## config.mk

```make
export PLATFORM = sky130hd
export DESIGN_NAME = pin_chain_tester
export DESIGN_NICKNAME = d
export VERILOG_FILES = /design/src/rtl/pin_chain_pkg.sv /design/src/rtl/pin_sync.sv /design/src/rtl/pin_chain_tester.sv
export SDC_FILE = /design/constraint.sdc
export NUM_CORES = 1
export LEC_CHECK = 0
export ABC_AREA = 1
export BUFFER_PORTS_ARGS = -buffer_cell sky130_fd_sc_hd__clkbuf_2
export CORE_MARGIN = 3
export CORE_UTILIZATION = 45
export DETAILED_ROUTE_END_ITERATION = 16
export GPL_ROUTABILITY_DRIVEN = 0
export GPL_TIMING_DRIVEN = 0
export SLEW_MARGIN = 5
export SYNTH_ARGS = -nofsm -noshare
export SYNTH_HDL_FRONTEND = slang
export SYNTH_SLANG_ARGS = --single-unit
```

## constraint.sdc

```tcl
create_clock -name clk -period 5.05 [get_ports clk]
set_clock_uncertainty 0.1 [all_clocks]
set_input_delay 1.01 -clock clk [delete_from_list [all_inputs] [get_ports clk]]
set_output_delay 1.01 -clock clk [all_outputs]
set_load 0.05 [all_outputs]
```

## src/rtl/pin_chain_pkg.sv

```systemverilog
// Shared types and the chain test pattern table for the loopback pin-chain tester.
package pin_chain_pkg;

    localparam int N_PINS = 17;
    localparam int STEP_W = 6;

    typedef enum logic [2:0] {
        IDLE,
        APPLY,
        SETTLE,
        CHECK,
        DONE
    } state_t;

    // 0: zeros, 1..N: walking one, N+1: ones, N+2..2N+1: walking zero.
    function automatic logic [N_PINS-1:0] pattern(input logic [STEP_W-1:0] step);
        logic [N_PINS-1:0] one;
        int s;
        one = N_PINS'(1);
        s = int'(step);
        if (s == 0) return '0;
        if (s <= N_PINS) return one << (s - 1);
        if (s == N_PINS + 1) return '1;
        return ~(one << (s - N_PINS - 2));
    endfunction

endpackage

```

## src/rtl/pin_sync.sv

```systemverilog
// Two-flop synchronizer for asynchronous inputs, synchronous active-high reset to 0.
module pin_sync #(
    parameter int WIDTH = 1
) (
    input  logic             clk,
    input  logic             rst,
    input  logic [WIDTH-1:0] d,
    output logic [WIDTH-1:0] q
);

    logic [WIDTH-1:0] meta_q, meta_d;
    logic [WIDTH-1:0] sync_q, sync_d;

    always_comb begin
        meta_d = d;
        sync_d = meta_q;
    end

    always_ff @(posedge clk) begin
        if (rst) begin
            meta_q <= '0;
            sync_q <= '0;
        end else begin
            meta_q <= meta_d;
            sync_q <= sync_d;
        end
    end

    assign q = sync_q;

endmodule

```

## src/rtl/pin_chain_tester.sv

```systemverilog
// Loopback pin-chain self-test: drives each pattern, waits for the synchronized
// echo to settle, accumulates a per-link fault mask and reports status on the RGB LED.
module pin_chain_tester
    import pin_chain_pkg::*;
#(
    parameter int SETTLE_CYCLES = 4
) (
    input  logic              clk,
    input  logic              rst,
    input  logic              start,
    input  logic              high_z,
    input  logic [N_PINS-1:0] chain_in,
    output logic [N_PINS-1:0] chain_out,
    output logic              drive_en,
    output logic              busy,
    output logic              done,
    output logic              pass,
    output logic              aborted,
    output logic [N_PINS-1:0] fail_mask,
    output logic              led_r,
    output logic              led_g,
    output logic              led_b
);

    localparam int CNT_W = (SETTLE_CYCLES > 2) ? $clog2(SETTLE_CYCLES) : 1;
    localparam logic [STEP_W-1:0] LAST_STEP   = STEP_W'(2 * N_PINS + 1);
    localparam logic [CNT_W-1:0]  SETTLE_LAST = CNT_W'(SETTLE_CYCLES - 2);

    state_t              state_q, state_d;
    logic [STEP_W-1:0]   step_q, step_d;
    logic [CNT_W-1:0]    cnt_q, cnt_d;
    logic [N_PINS-1:0]   chain_out_q, chain_out_d;
    logic                drive_en_q, drive_en_d;
    logic                done_q, done_d;
    logic                pass_q, pass_d;
    logic                aborted_q, aborted_d;
    logic [N_PINS-1:0]   fail_mask_q, fail_mask_d;
    logic                start_prev_q, start_prev_d;

    logic [N_PINS-1:0]   sync_in;
    logic [0:0]          start_s;
    logic                start_edge;
    logic [N_PINS-1:0]   pat_cur;
    logic                run_next;

    pin_sync #(.WIDTH(N_PINS)) u_sync_in (
        .clk (clk),
        .rst (rst),
        .d   (chain_in),
        .q   (sync_in)
    );

    pin_sync #(.WIDTH(1)) u_sync_start (
        .clk (clk),
        .rst (rst),
        .d   (start),
        .q   (start_s)
    );

    assign start_edge = start_s[0] & ~start_prev_q;
    assign pat_cur    = pattern(step_q);

    always_comb begin
        state_d      = state_q;
        step_d       = step_q;
        cnt_d        = cnt_q;
        done_d       = done_q;
        pass_d       = pass_q;
        aborted_d    = aborted_q;
        fail_mask_d  = fail_mask_q;
        start_prev_d = start_s[0];

        case (state_q)
            IDLE: begin
                if (start_edge && !high_z) begin
                    done_d      = 1'b0;
                    aborted_d   = 1'b0;
                    pass_d      = 1'b0;
                    fail_mask_d = '0;
                    step_d      = '0;
                    state_d     = APPLY;
                end
            end
            APPLY: begin
                cnt_d   = '0;
                state_d = SETTLE;
            end
            SETTLE: begin
                if (cnt_q == SETTLE_LAST) state_d = CHECK;
                else                      cnt_d   = cnt_q + CNT_W'(1);
            end
            CHECK: begin
                fail_mask_d = fail_mask_q | (sync_in ^ pat_cur);
                if (step_q == LAST_STEP) begin
                    done_d  = 1'b1;
                    pass_d  = (fail_mask_d == '0);
                    state_d = DONE;
                end else begin
                    step_d  = step_q + STEP_W'(1);
                    state_d = APPLY;
                end
            end
            DONE:    state_d = IDLE;
            default: state_d = IDLE;
        endcase

        // Tristate request kills any run; the partial mask is kept for debug.
        if (high_z && state_q != IDLE) begin
            state_d   = IDLE;
            aborted_d = 1'b1;
            done_d    = 1'b0;
            pass_d    = pass_q;
        end

        // Pattern is registered so it reaches the pads together with the APPLY state.
        run_next    = (state_d == APPLY) || (state_d == SETTLE) || (state_d == CHECK);
        drive_en_d  = run_next;
        chain_out_d = run_next ? pattern(step_d) : '0;
    end

    always_ff @(posedge clk) begin
        if (rst) begin
            state_q      <= IDLE;
            step_q       <= '0;
            cnt_q        <= '0;
            chain_out_q  <= '0;
            drive_en_q   <= 1'b0;
            done_q       <= 1'b0;
            pass_q       <= 1'b0;
            aborted_q    <= 1'b0;
            fail_mask_q  <= '0;
            start_prev_q <= 1'b0;
        end else begin
            state_q      <= state_d;
            step_q       <= step_d;
            cnt_q        <= cnt_d;
            chain_out_q  <= chain_out_d;
            drive_en_q   <= drive_en_d;
            done_q       <= done_d;
            pass_q       <= pass_d;
            aborted_q    <= aborted_d;
            fail_mask_q  <= fail_mask_d;
            start_prev_q <= start_prev_d;
        end
    end

    always_comb begin
        led_r = 1'b0;
        led_g = 1'b0;
        led_b = 1'b0;
        if (aborted_q) begin
            led_r = 1'b1;
            led_g = 1'b1;
        end else if (busy) begin
            led_b = 1'b1;
        end else if (done_q) begin
            if (pass_q) led_g = 1'b1;
            else        led_r = 1'b1;
        end
    end

    assign busy      = (state_q == APPLY) || (state_q == SETTLE) || (state_q == CHECK);
    assign chain_out = chain_out_q;
    assign drive_en  = drive_en_q;
    assign done      = done_q;
    assign pass      = pass_q;
    assign aborted   = aborted_q;
    assign fail_mask = fail_mask_q;

endmodule

```

Word-level counts from Yosys, hierarchy flattened

Index checks and enable logic that the tools add are counted.

Add/sub/neg operators: 8
$lt $le $gt $ge: 2
Equal/unequal tests: 13
Shifts and indexed selects: 4
Multiplexer cells: 53
Bitwise logic cells: 8
Reductions and logical operators: 23

Operator list:

| kind                  | count |
|---|---|
| $mux 17               | 13 |
| $shl 1x32->17 const A | 4 |
| $not 17->17           | 2 |
| $pmux 17 s2           | 1 |
| $mux 1                | 27 |
| $eq 6x6->1 const B    | 3 |
| $logic_not 17->1      | 1 |
| $or 17x17->17         | 1 |
| $xor 17x17->17        | 1 |
| $sub 7x3->8 const B   | 2 |
| $sub 6x1->7 const B   | 2 |
| $sub 6x5->7 const B   | 2 |
| $eq 3x2->1 const B    | 4 |
| $le 6x5->1 const B    | 2 |
| $logic_not 6->1       | 2 |
| $mux 3                | 4 |
| $mux 6                | 2 |
| $pmux 3 s4            | 1 |
| $pmux 6 s2            | 1 |
| $reduce_bool 2->1     | 4 |
| $add 6x1->6 const B   | 1 |
| $eq 3x1->1 const B    | 2 |
| $ne 2x2->1 const B    | 3 |
| $reduce_and 2->1      | 3 |
| other kinds (15)      | 23 |

Register bits: 86
Input port bits: 21

Longest topological paths before layout

Gate-level depths: netlist (run 1).

Word-level depth: 13
Gate-level depth with buffers: 23

Cells and area by module

Synthesis (run 1) repeated with hierarchy kept, for this count alone.

Cell total of the unflattened synthesis: 733
Area, all modules: 4848.4 µm²

Modules (own cells, without submodules):

| module                   | times used | cells an instance | area each (µm²) | sequential area each (µm²) |
|---|---|---|---|---|
| pin_chain_tester         | 1          | 621               | 3807.4          | 1001.0 |
| pin_sync at u_sync_in    | 1          | 106               | 985.9           | 680.7 |
| pin_sync at u_sync_start | 1          | 6                 | 55.1            | 40.0 |

Worst setup path before layout (run 1)

Ideal clock, no wire load.

Path kind: input to register
Start: input high_z
End: register chain_out_q[10] (netlist: chain_out[10])
Library setup time: 132 ps
Arrival: 3389 ps
Data required time: 4818 ps
Setup slack: 1429 ps
Cell stages on the path: 21
Buffers on the path: 0
Path through: inv_1 nand3b_1 inv_1 nand2_1 nand2_4 nand2_4 o21ai_4 ha_1 or2_1 nand2_2 inv_1 ha_1 inv_1 a21oi_1 nand2_2 nand2_1 nand3_2 nor3_4 nand2_1 nand2_1 a21oi_1

Longest elaborated chain between the ends: 11
Elaborated cells on any way between the ends: 35

Ends and longest elaborated chain:

| what                                        | RTL line                | source |
|---|---|---|
| from (decl)                                 | pin_chain_tester.sv:11  | `input logic high_z,` |
| $logic_not 1->1                             | pin_chain_tester.sv:75  | `if (start_edge && !high_z) begin` |
| $logic_and 1x1->1                           | pin_chain_tester.sv:75  |  |
| $mux 6                                      | pin_chain_tester.sv:75  |  |
| $pmux 6 s2                                  | pin_chain_tester.sv:73  | `case (state_q)` |
| $sub 6x5->7, or another cell as far along   | pin_chain_pkg.sv:24     | `return ~(one << (s - N_PINS - 2));` |
| $sub 7x3->8, or another cell as far along   | pin_chain_pkg.sv:24     |  |
| $shl 1x32->17, or another cell as far along | pin_chain_pkg.sv:24     |  |
| $not 17->17, or another cell as far along   | pin_chain_pkg.sv:24     |  |
| $mux 17                                     | pin_chain_pkg.sv:24     |  |
| $mux 17                                     | pin_chain_pkg.sv:23     | `if (s == N_PINS + 1) return '1;` |
| $mux 17                                     | pin_chain_pkg.sv:22     | `if (s <= N_PINS) return one << (s - 1);` |
| to (signal assigned)                        | pin_chain_tester.sv:137 | `chain_out_q <= chain_out_d;` |
| to (decl)                                   | pin_chain_tester.sv:32  | `logic [N_PINS-1:0] chain_out_q, chain_out_d;` |

Several ways; a longest one is shown, not always the timed one. The select of a mux whose other input is x is not followed.
A chain may end at the register's enable or synchronous reset.

Final worst setup path (run 1)

Start: register step_q[0]
End: register chain_out_q[12] (netlist: chain_out[12])

Longest elaborated chain between the ends: 10
Elaborated cells on any way between the ends: 35

Ends and longest elaborated chain:

| what                                             | RTL line                                       | source |
|---|---|---|
| from (decl)                                      | pin_chain_tester.sv:30                         | `logic [STEP_W-1:0] step_q, step_d;` |
| from (signal assigned)                           | pin_chain_tester.sv:135                        | `step_q <= step_d;` |
| $add 6x1->6 / $eq 6x6->1 (equally long branches) | pin_chain_tester.sv:99, pin_chain_tester.sv:94 |  |
| $mux 6                                           | pin_chain_tester.sv:94                         | `if (step_q == LAST_STEP) begin` |
| $pmux 6 s2                                       | pin_chain_tester.sv:73                         |  |
| $sub 6x5->7, or another cell as far along        | pin_chain_pkg.sv:24                            |  |
| $sub 7x3->8, or another cell as far along        | pin_chain_pkg.sv:24                            |  |
| $shl 1x32->17, or another cell as far along      | pin_chain_pkg.sv:24                            |  |
| $not 17->17, or another cell as far along        | pin_chain_pkg.sv:24                            |  |
| $mux 17                                          | pin_chain_pkg.sv:24                            |  |
| $mux 17                                          | pin_chain_pkg.sv:23                            |  |
| $mux 17                                          | pin_chain_pkg.sv:22                            |  |

Several ways; a longest one is shown, not always the timed one. The select of a mux whose other input is x is not followed.

==> impl_results.md, run 1 <==
- Status: completed
- Pre-CTS setup slack: 0.853 ns
- Syn Area/Cell: 6.66 um2
- H-tree Lvls: 3
- Post-route setup slack: 1.14 ns
- Die H: 109 um
- ANT cells: 0
- Max IR drop VDD: 0.183 mV
- TNS Setup: 0 ns
- FP Rows: 37
- Hold-fix buffers, CTS: 0
- Wirelength, routed: 12.0 mm
- Clk_lat worst skew: 0.37 ns
- DIE AREA: 0.0119 mm2
- Met2 Use GR: 32.2%
- Slowest stage cell on the critical path: dfxtp_1
- Most used routing layer: met2
- Setup Viol. Count Final: 0
- Grt ovf: 0
- Post-synthesis cell type count: 46
- Final Cell Area: 0.00548 mm2
- Main flop type after synthesis: dfxtp_1
- Layout net count: 825
- Top cells by area, synth: dfxtp_1, nand2_1, nor2_1
- Power Density: 235 mW/mm2
- Clk sinks: 86
- Min Clock Period, post-route: 3.91 ns
- Syn Inst Count: 719
- R2R setup slack: 1.14 ns
- Slew @ Worst Pin: 0.662 ns
- Crit path cell chain: inv_2 -> ha_1 -> clkinv_1 -> nor2_2 -> a21oi_4 -> ha_1 -> or2_1 -> nand2_2 -> inv_1 -> ha_1 -> inv_1 -> a21oi_1 -> nand2_2 -> nor2_2 -> inv_2 -> nand3_2 -> nor3_4 -> nand2_1 -> nand2_1 -> a21oi_1
- Share of cells above drive strength 1: 16.1%
- TritonRoute pass-1 iters: 5
- HP Class: reg2reg
- Initial antenna violation count: 0
- Die W: 109 um
- Hold EP: u_sync_in.q[10]
- Max_cap viols: 0
- Critical Path RT: 5.18 ns
- GRT Resource Usage Total: 21.2%
- Number of synthesized flops with an enable pin: 0
- Largest net degree at the start of global routing: 18
- Vias per cell: 4.98
- #FFs+latches synth: 86
- Initial DRC Count: 273
- WS Path Type: reg2reg
- Final worst-path cycle share: 77.5%
- Clock root cell: clkbuf_8
- Post-route DRC violation count: 0
- GRT met1 Usage: 30.6%
- First-pass GRT wire length: 20.0 mm
- Num CTS Buffers: 9
- Via count: 4648
- Critical Path Source: step_q[0]
- Min-delay src: u_sync_in.meta_q[10]
- Register area share after synthesis: 36.0%
- Crit path top cell by count: ha_1
- Post-DP HPWL: 9.20 mm
- Starting Density: 46.4%
- Placement Cell Area: 0.00527 mm2
- CP peak stage delay: 0.50 ns
- Antenna-violating nets left: 0
- Vias in the first global route: 4217
- Syn_nets: 752
- Crit Reg-Reg Startpoint: step_q[0]
- IO buf count: 62
- Leak Pwr: 0.00240 uW
- Yosys top cell by area: dfxtp_1
- TritonCTS clock tree: built
- Cts repair resizes: 0
- Asr flop ratio synth: 0%
- R2r endpoint: chain_out[12]
- Cells on worst reg2reg path: 20
- Syn. warnings: 0
- Top post-synthesis cells by count: nand2_1, nor2_1, inv_1
- I/O pin cnt: 63
- Relative slew slack: 55.9%
- RSZ-0062 raised after global routing: no
- Avg WL per Cell: 12.8 um
- Reg clk slew, reported paths: 0.10 ns
- Most frequent cell after synthesis: nand2_1
- Maximum fanout along the worst path: 11
- Post-synth top area share: 36.0%
- Number of fill cells in the layout: 1063
- F_max: 256 MHz
- Setup crit end kind: flip-flop
- Met3 usage: 4.26%
- Max-slew violations: 0
- Crit path launch type: flip-flop
- Core Box Area: 0.0103 mm2
- Worst Hold Path Cells: 2
- Crit path DAT: 4.04 ns
- Final hold violation count: 0
- Synthesized area: 0.00479 mm2
- Clock tree buffer depth: 2
- Area grow syn2layout: 14.5%
- Postcts setup bufs: 0
-- stage by stage --
stage	utilization, %	hold WS [ns]	total power [uW]	instances
floorplan	-	0.288	756	719
global placement	51.0	0.292	777	917
detailed placement	51.0	0.295	779	917
CTS	53.1	0.301	1300	933
global route	53.1	0.327	1340	933
finish	53.1	0.296	1290	933
-- sequential cells by signal, summed over array words and instances (netlist names), 2 cells and up --
register and count:
cnt_q 2, chain_out 17, state_q 3, u_sync_in.meta_q 17
step_q 6, fail_mask 17, u_sync_in.q 17
-- worst max-delay path: cells and delay by family (launching register included) --
family	cells	cell delay, ns
simple gates	9	1.37
fa+ha+maj	3	0.88
buf+inv	5	0.70
flops	1	0.50
compound gates	3	0.21
-- final cells by class --
class / count / area (um2) / area share [%]
Buffer: 17 / 83.8 / 1.53
Clock buffer: 9 / 124 / 2.26
Clock inverter: 7 / 87.6 / 1.60
Inverter: 107 / 407 / 7.42
Multi-Input combinational cell: 509 / 2580 / 47.0
Sequential cell: 86 / 1720 / 31.4
Tap cell: 136 / 170 / 3.11
Timing Repair Buffer: 62 / 310 / 5.66
-- power by group --
group	switching, uW	internal, uW
logic	41.8	21.8
clock network	283	241
registers	5.90	693
total	331	955
-- logic make-up (layout without fill, tap and decap cells) --
family / Yosys count / count (layout) / synth area share, %
xor+xnor: 4 / 4 / 1.52
buf+inv: 124 / 202 / 10.2
compound gates: 93 / 93 / 10.9
simple gates: 400 / 400 / 38.2
flops: 86 / 86 / 36.0
fa+ha+maj: 12 / 12 / 3.14
-- placed cells by master (no fill, tap or decap), types with 3 or more instances in the layout --
master      n
nand2_4     4
nor3_1     13
clkbuf_1   11
a21oi_1    47
inv_2       7
nand3_2     4
inv_8       3
nand3_1    53
nand2_2     7
nor2_4      5
clkbuf_8    9
ha_1       12
nor2_1    110
nand3b_1    8
nand2_1   166
nor2_2      7
o21ai_0    31
clkbuf_2   62
nand4_1    13
inv_1      96
dfxtp_1    86
-- worst max path at each step --
stage                          to  slack [ns]  cells past startpoint
global placement    chain_out[14]        0.91                     22
detailed placement  chain_out[12]        0.85                     22
floorplan           chain_out[10]        1.43                     21
global route         chain_out[1]        0.74                     20
finish              chain_out[12]        1.14                     20
CTS                 chain_out[12]        1.14                     20
-- routing by layer --
metal	share of wire (%)	vias to the layer above
met5	0	-
met4	1.1	0
met3	7.1	10
met2	44	126
met1	48	2095
li1	-	2417
(Power assumes the default switching activity.)
==> run 2, diff against run 1 <==
Clock period 5.05 ns to 3.85 ns, I/O delays scaled along.
==> impl_results.md, run 2 (synthesis results as in run 1) <==
- R2R setup slack: 0.30 ns
- Layout net count: 829
- Crit Reg-Reg Startpoint: step_q[0]
- Combinational cell fraction of total power: 4.9%
- Most used routing layer: met2
- Min-delay src: u_sync_in.meta_q[10]
- Vias per cell: 5.00
- Commonest non-fill, non-tap cell in the layout: nand2_1
- Final Cell Area: 0.00553 mm2
- Hold EP: u_sync_in.q[10]
- Maximum fanout along the worst path: 11
- H-tree Lvls: 3
- Clock tree buffer depth: 2
- F_max: 281 MHz
- Num CTS Buffers: 9
- HP Class: reg2reg
- Worst Hold Path Cells: 2
- Setup crit end kind: flip-flop
- Status: completed
- Met3 usage: 4.26%
- FP Rows: 37
- Die W: 109 um
- Antenna-violating nets left: 0
- Post-route DRC violation count: 0
- Relative slew slack: 53.8%
- R2r endpoint: chain_out[12]
- Critical Path Source: step_q[0]
- First-pass GRT wire length: 20.0 mm
- TritonCTS clock tree: built
- Net Sw Frac: 25.7%
- Die H: 109 um
- Reg clk slew, reported paths: 0.10 ns
- CP peak stage delay: 0.43 ns
- Power Density: 305 mW/mm2
- Core Box Area: 0.0103 mm2
- DIE AREA: 0.0119 mm2
- Power share of the clock group: 40.7%
- Final hold violation count: 0
- Hold_ws: 0.298 ns
- Crit path launch type: flip-flop
- Starting Density: 46.4%
- I/O pin cnt: 63
- Share of cells above drive strength 1: 17.0%
- Most frequent cells in the layout: nand2_1, nor2_1, inv_1, dfxtp_1, clkbuf_2
- Crit path DAT: 3.68 ns
- Min Clock Period, post-route: 3.55 ns
- Cells on worst reg2reg path: 21
- Clock root cell: clkbuf_8
- Initial antenna violation count: 0
- Seq pwr share: 54.3%
- GRT met1 Usage: 30.7%
- Max IR drop VDD: 0.241 mV
- ANT cells: 0
- TritonRoute pass-1 iters: 6
- WS Path Type: reg2reg
- Net Switching: 434 uW
- Crit path cell chain: inv_2 -> ha_1 -> clkinv_2 -> nor2_2 -> a21oi_4 -> ha_1 -> or2_1 -> nand2_2 -> inv_1 -> ha_2 -> inv_1 -> a21oi_1 -> nand2_2 -> nor2_2 -> inv_2 -> nand3_2 -> nor3_4 -> buf_4 -> nand2_1 -> nand2_1 -> a21oi_1
- Setup Viol. Count Final: 0
- CP delay by family, top: simple AND/OR/NAND/NOR gates
- Initial DRC Count: 304
- Grt ovf: 0
- Clk_lat worst skew: 0.38 ns
- Wirelength, routed: 12.0 mm
- Slowest stage cell on the critical path: dfxtp_2
- Vias in the first global route: 4217
- Placement Cell Area: 0.00527 mm2
- Clk sinks: 86
- Post-DP HPWL: 9.20 mm
- Worst Path Buf+Inv: 6
- Final worst-path cycle share: 92.3%
- GRT Resource Usage Total: 21.2%
- Avg WL per Cell: 12.8 um
- Via count: 4689
- IO buf count: 62
- Slew @ Worst Pin: 0.693 ns
- Internal power: 1250 uW
- Met2 Use GR: 32.0%
- Area grow syn2layout: 15.5%
- Largest net degree at the start of global routing: 18
- Critical Path RT: 3.98 ns
- Max_cap viols: 0
- Leak Pwr: 0.00242 uW
- Max-slew violations: 0
run 2: changes by cell type in the layout (fill, tap and decap cells not counted), sizes merged:
cell / change
buf: +4
run 2: timing repair:
action                     in CTS  in global routing
setup buffers                   1                  3
resized for setup               1                  3
pin swaps                       2                  1
hold buffers                    0                  0
setup endpoints to repair      16                 18
run 2: power by group through the flow:
stage                     clock network, uW  registers [uW]  logic (uW)
after detailed placement                  0             938        84.0
final                                   687             917        83.4
after global routing                    743             919        96.7
after CTS                               706             917        84.3
after floorplan                           0             937        53.9
after global placement                    0             937        82.3
run 2: worst max-delay path by stage:
stage | endpoint | depth (start not counted)
after global routing | chain_out[11] | 21
after floorplan | chain_out[10] | 21
final | chain_out[12] | 21
after detailed placement | chain_out[12] | 22
after CTS | chain_out[2] | 19
after global placement | chain_out[14] | 22
run 2: per-layer routing:
metal,vias to the layer above,wire length (um)
li1,2424,-
met1,2115,5850
met2,140,5190
met3,10,823
met4,0,141
met5,-,0
run 2: through the flow:
stage               total power [uW]   TNS, ns  util [%]  worst slack, ns  std cells
global route                    1760  -0.00343      53.6         -0.00301        937
global placement                1020    -0.449      51.0          -0.0537        917
floorplan                        991         0         -            0.469        719
CTS                             1710         0      53.2           0.0229        934
detailed placement              1020     -1.29      51.0           -0.107        917
finish                          1690         0      53.6            0.297        937
run 2: final cells by class:
class	instances	area [um2]
Buffer	17	83.8
Clock buffer	9	124
Clock inverter	7	87.6
Fill cell	1062	4790
Inverter	107	408
Multi-Input combinational cell	509	2580
Sequential cell	86	1720
Tap cell	136	170
Timing Repair Buffer	66	353
run 2: worst register-to-register path: stages, from the launching register on:
cell      delay [ns]
dfxtp_2         0.43
inv_2           0.15
ha_1            0.38
clkinv_2        0.17
nor2_2          0.19
a21oi_4         0.07
ha_1            0.22
or2_1           0.25
nand2_2         0.13
inv_1           0.11
ha_2            0.23
inv_1           0.06
a21oi_1         0.04
nand2_2         0.09
nor2_2          0.05
inv_2           0.07
nand3_2         0.14
nor3_4          0.18
buf_4           0.18
nand2_1         0.06
nand2_1         0.05
a21oi_1         0.07
==> run 3, diff against run 2 <==
Settings changed: PLACE_DENSITY set to 0.62.
==> impl_results.md, run 3 (synthesis results as in run 1) <==
- Status: completed
- Slowest stage cell on the critical path: dfxtp_2
- WS Path Type: reg2reg
- Worst Path Buf+Inv: 5
- Crit path DAT: 3.66 ns
- Critical Path RT: 3.99 ns
- Via count: 4743
- Net Switching: 421 uW
- Vias per cell: 5.07
- Internal power: 1270 uW
- Commonest non-fill, non-tap cell in the layout: nand2_1
- Reg clk slew, reported paths: 0.10 ns
- Net Sw Frac: 25.0%
- Num CTS Buffers: 9
- Min Clock Period, post-route: 3.51 ns
- Final hold violation count: 0
- Core Box Area: 0.0103 mm2
- Clk_lat worst skew: 0.36 ns
- I/O pin cnt: 63
- Avg WL per Cell: 12.9 um
- First-pass GRT wire length: 20.0 mm
- Layout net count: 828
- Initial DRC Count: 306
- Grt ovf: 0
- Crit path launch type: flip-flop
- Setup Viol. Count Final: 0
- HP Class: reg2reg
- Crit path cell chain: inv_2 -> ha_1 -> clkinv_2 -> nor2_2 -> a21oi_4 -> ha_1 -> or2_1 -> nand2_2 -> inv_1 -> ha_4 -> inv_1 -> a21oi_1 -> nand2_2 -> nor2_2 -> inv_2 -> nand3_2 -> nor3_4 -> nand2_1 -> nand2_1 -> a21oi_1
- Largest net degree at the start of global routing: 17
- Die W: 109 um
- Most frequent cells in the layout: nand2_1, nor2_1, inv_1, dfxtp_1, clkbuf_2
- FP Rows: 37
- Vias in the first global route: 4223
- Core Util, Final: 53.6%
- Antenna-violating nets left: 0
- Hold EP: u_sync_in.q[16]
- Die H: 109 um
- Post-route DRC violation count: 0
- F_max: 285 MHz
- Final worst-path cycle share: 91.2%
- Clk sinks: 86
- ANT cells: 0
- CP peak stage delay: 0.42 ns
- Max-slew violations: 0
- Seq pwr share: 54.3%
- Relative slew slack: 52.7%
- Share of cells above drive strength 1: 17.0%
- DIE AREA: 0.0119 mm2
- R2R setup slack: 0.34 ns
- R2r endpoint: chain_out[5]
- Slew @ Worst Pin: 0.710 ns
- Worst Hold Path Cells: 2
- GRT Resource Usage Total: 21.3%
- Area grow syn2layout: 15.6%
- CP delay by family, top: simple AND/OR/NAND/NOR gates
- Cells on worst reg2reg path: 20
- TritonRoute pass-1 iters: 5
- Min-delay src: u_sync_in.meta_q[16]
- Hold_ws: 0.295 ns
- Combinational cell fraction of total power: 4.9%
- Clock tree buffer depth: 2
- Clock root cell: clkbuf_8
- Initial antenna violation count: 0
- Power Density: 305 mW/mm2
- Crit Reg-Reg Startpoint: step_q[0]
- H-tree Lvls: 3
- IO buf count: 62
- Maximum fanout along the worst path: 11
- Leak Pwr: 0.00242 uW
- Setup crit end kind: flip-flop
- Starting Density: 46.4%
- Post-DP HPWL: 9.11 mm
- Max IR drop VDD: 0.185 mV
- RSZ-0062 raised after global routing: no
- TritonCTS clock tree: built
- Power share of the clock group: 40.8%
- Wirelength, routed: 12.1 mm
- Max_cap viols: 0
## run 3: changes by cell type in the layout (fill, tap and decap cells not counted), sizes merged
| cell | delta |
|---|---|
| clkinv | +1 |
| clkinvlp | -1 |
| clkbuf | +1 |
| inv | -1 |
| buf | -1 |
## run 3: per-stage QoR
step / area, um2 / setup slack [ns] / total power, uW / setup TNS [ns] / cells
global route: 5540 / 0.00235 / 1760 / 0 / 936
global placement: 5270 / -0.0314 / 1020 / -0.231 / 917
detailed placement: 5270 / -0.0908 / 1020 / -1.18 / 917
finish: 5540 / 0.338 / 1690 / 0 / 936
floorplan: 4790 / 0.469 / 991 / 0 / 719
CTS: 5500 / 0.0515 / 1700 / 0 / 934
## run 3: cell type report
cell class | count | area, um2
Tap cell | 136 | 170
Buffer | 17 | 83.8
Fill cell | 1032 | 4790
Multi-Input combinational cell | 509 | 2590
Timing Repair Buffer | 65 | 345
Clock inverter | 6 | 75.1
Clock buffer | 10 | 138
Sequential cell | 86 | 1720
Inverter | 107 | 408
## run 3: worst max-delay path by stage
stage / start / to / depth (start not counted)
6_report: step_q[0] / chain_out[5] / 20
5_1_grt: step_q[0] / chain_out[5] / 20
4_1_cts: step_q[0] / chain_out[12] / 20
3_5_place_dp: high_z / chain_out[12] / 22
3_3_place_gp: high_z / chain_out[14] / 22
2_1_floorplan: high_z / chain_out[10] / 21
## run 3: what timing repair did
item                                    in CTS  in global routing
hold buffers                                 0                  0
endpoints found under the setup margin      16                 18
pin swaps                                    1                  2
resized for setup                            1                  5
setup buffers                                1                  2
gates cloned                                 0                  0
## run 3: routing by layer
| metal | share of wire, % | track usage [%] | wire, um |
|---|---|---|---|
| met1 | 47 | 30.3 | 5730 |
| met2 | 44 | 32.1 | 5330 |
| met3 | 6.2 | 3.79 | 751 |
| met4 | 2.3 | 7.66 | 273 |
| met5 | 0 | 0 | 0 |
## run 3: power by group through the flow
stage | combinational, uW | sequential (uW) | clock [uW]
floorplan | 53.9 | 937 | 0
global placement | 82.2 | 937 | 0
CTS | 83.5 | 917 | 702
detailed placement | 83.3 | 937 | 0
global route | 96.2 | 919 | 742
finish | 83.1 | 916 | 687
## run 3: worst reg2reg max path: stages (launching register included)
cell	delay (ns)
dfxtp_2	0.42
inv_2	0.14
ha_1	0.38
clkinv_2	0.16
nor2_2	0.19
a21oi_4	0.04
ha_1	0.20
or2_1	0.24
nand2_2	0.13
inv_1	0.14
ha_4	0.21
inv_1	0.05
a21oi_1	0.04
nand2_2	0.09
nor2_2	0.05
inv_2	0.06
nand3_2	0.13
nor3_4	0.37
nand2_1	0.11
nand2_1	0.07
a21oi_1	0.07
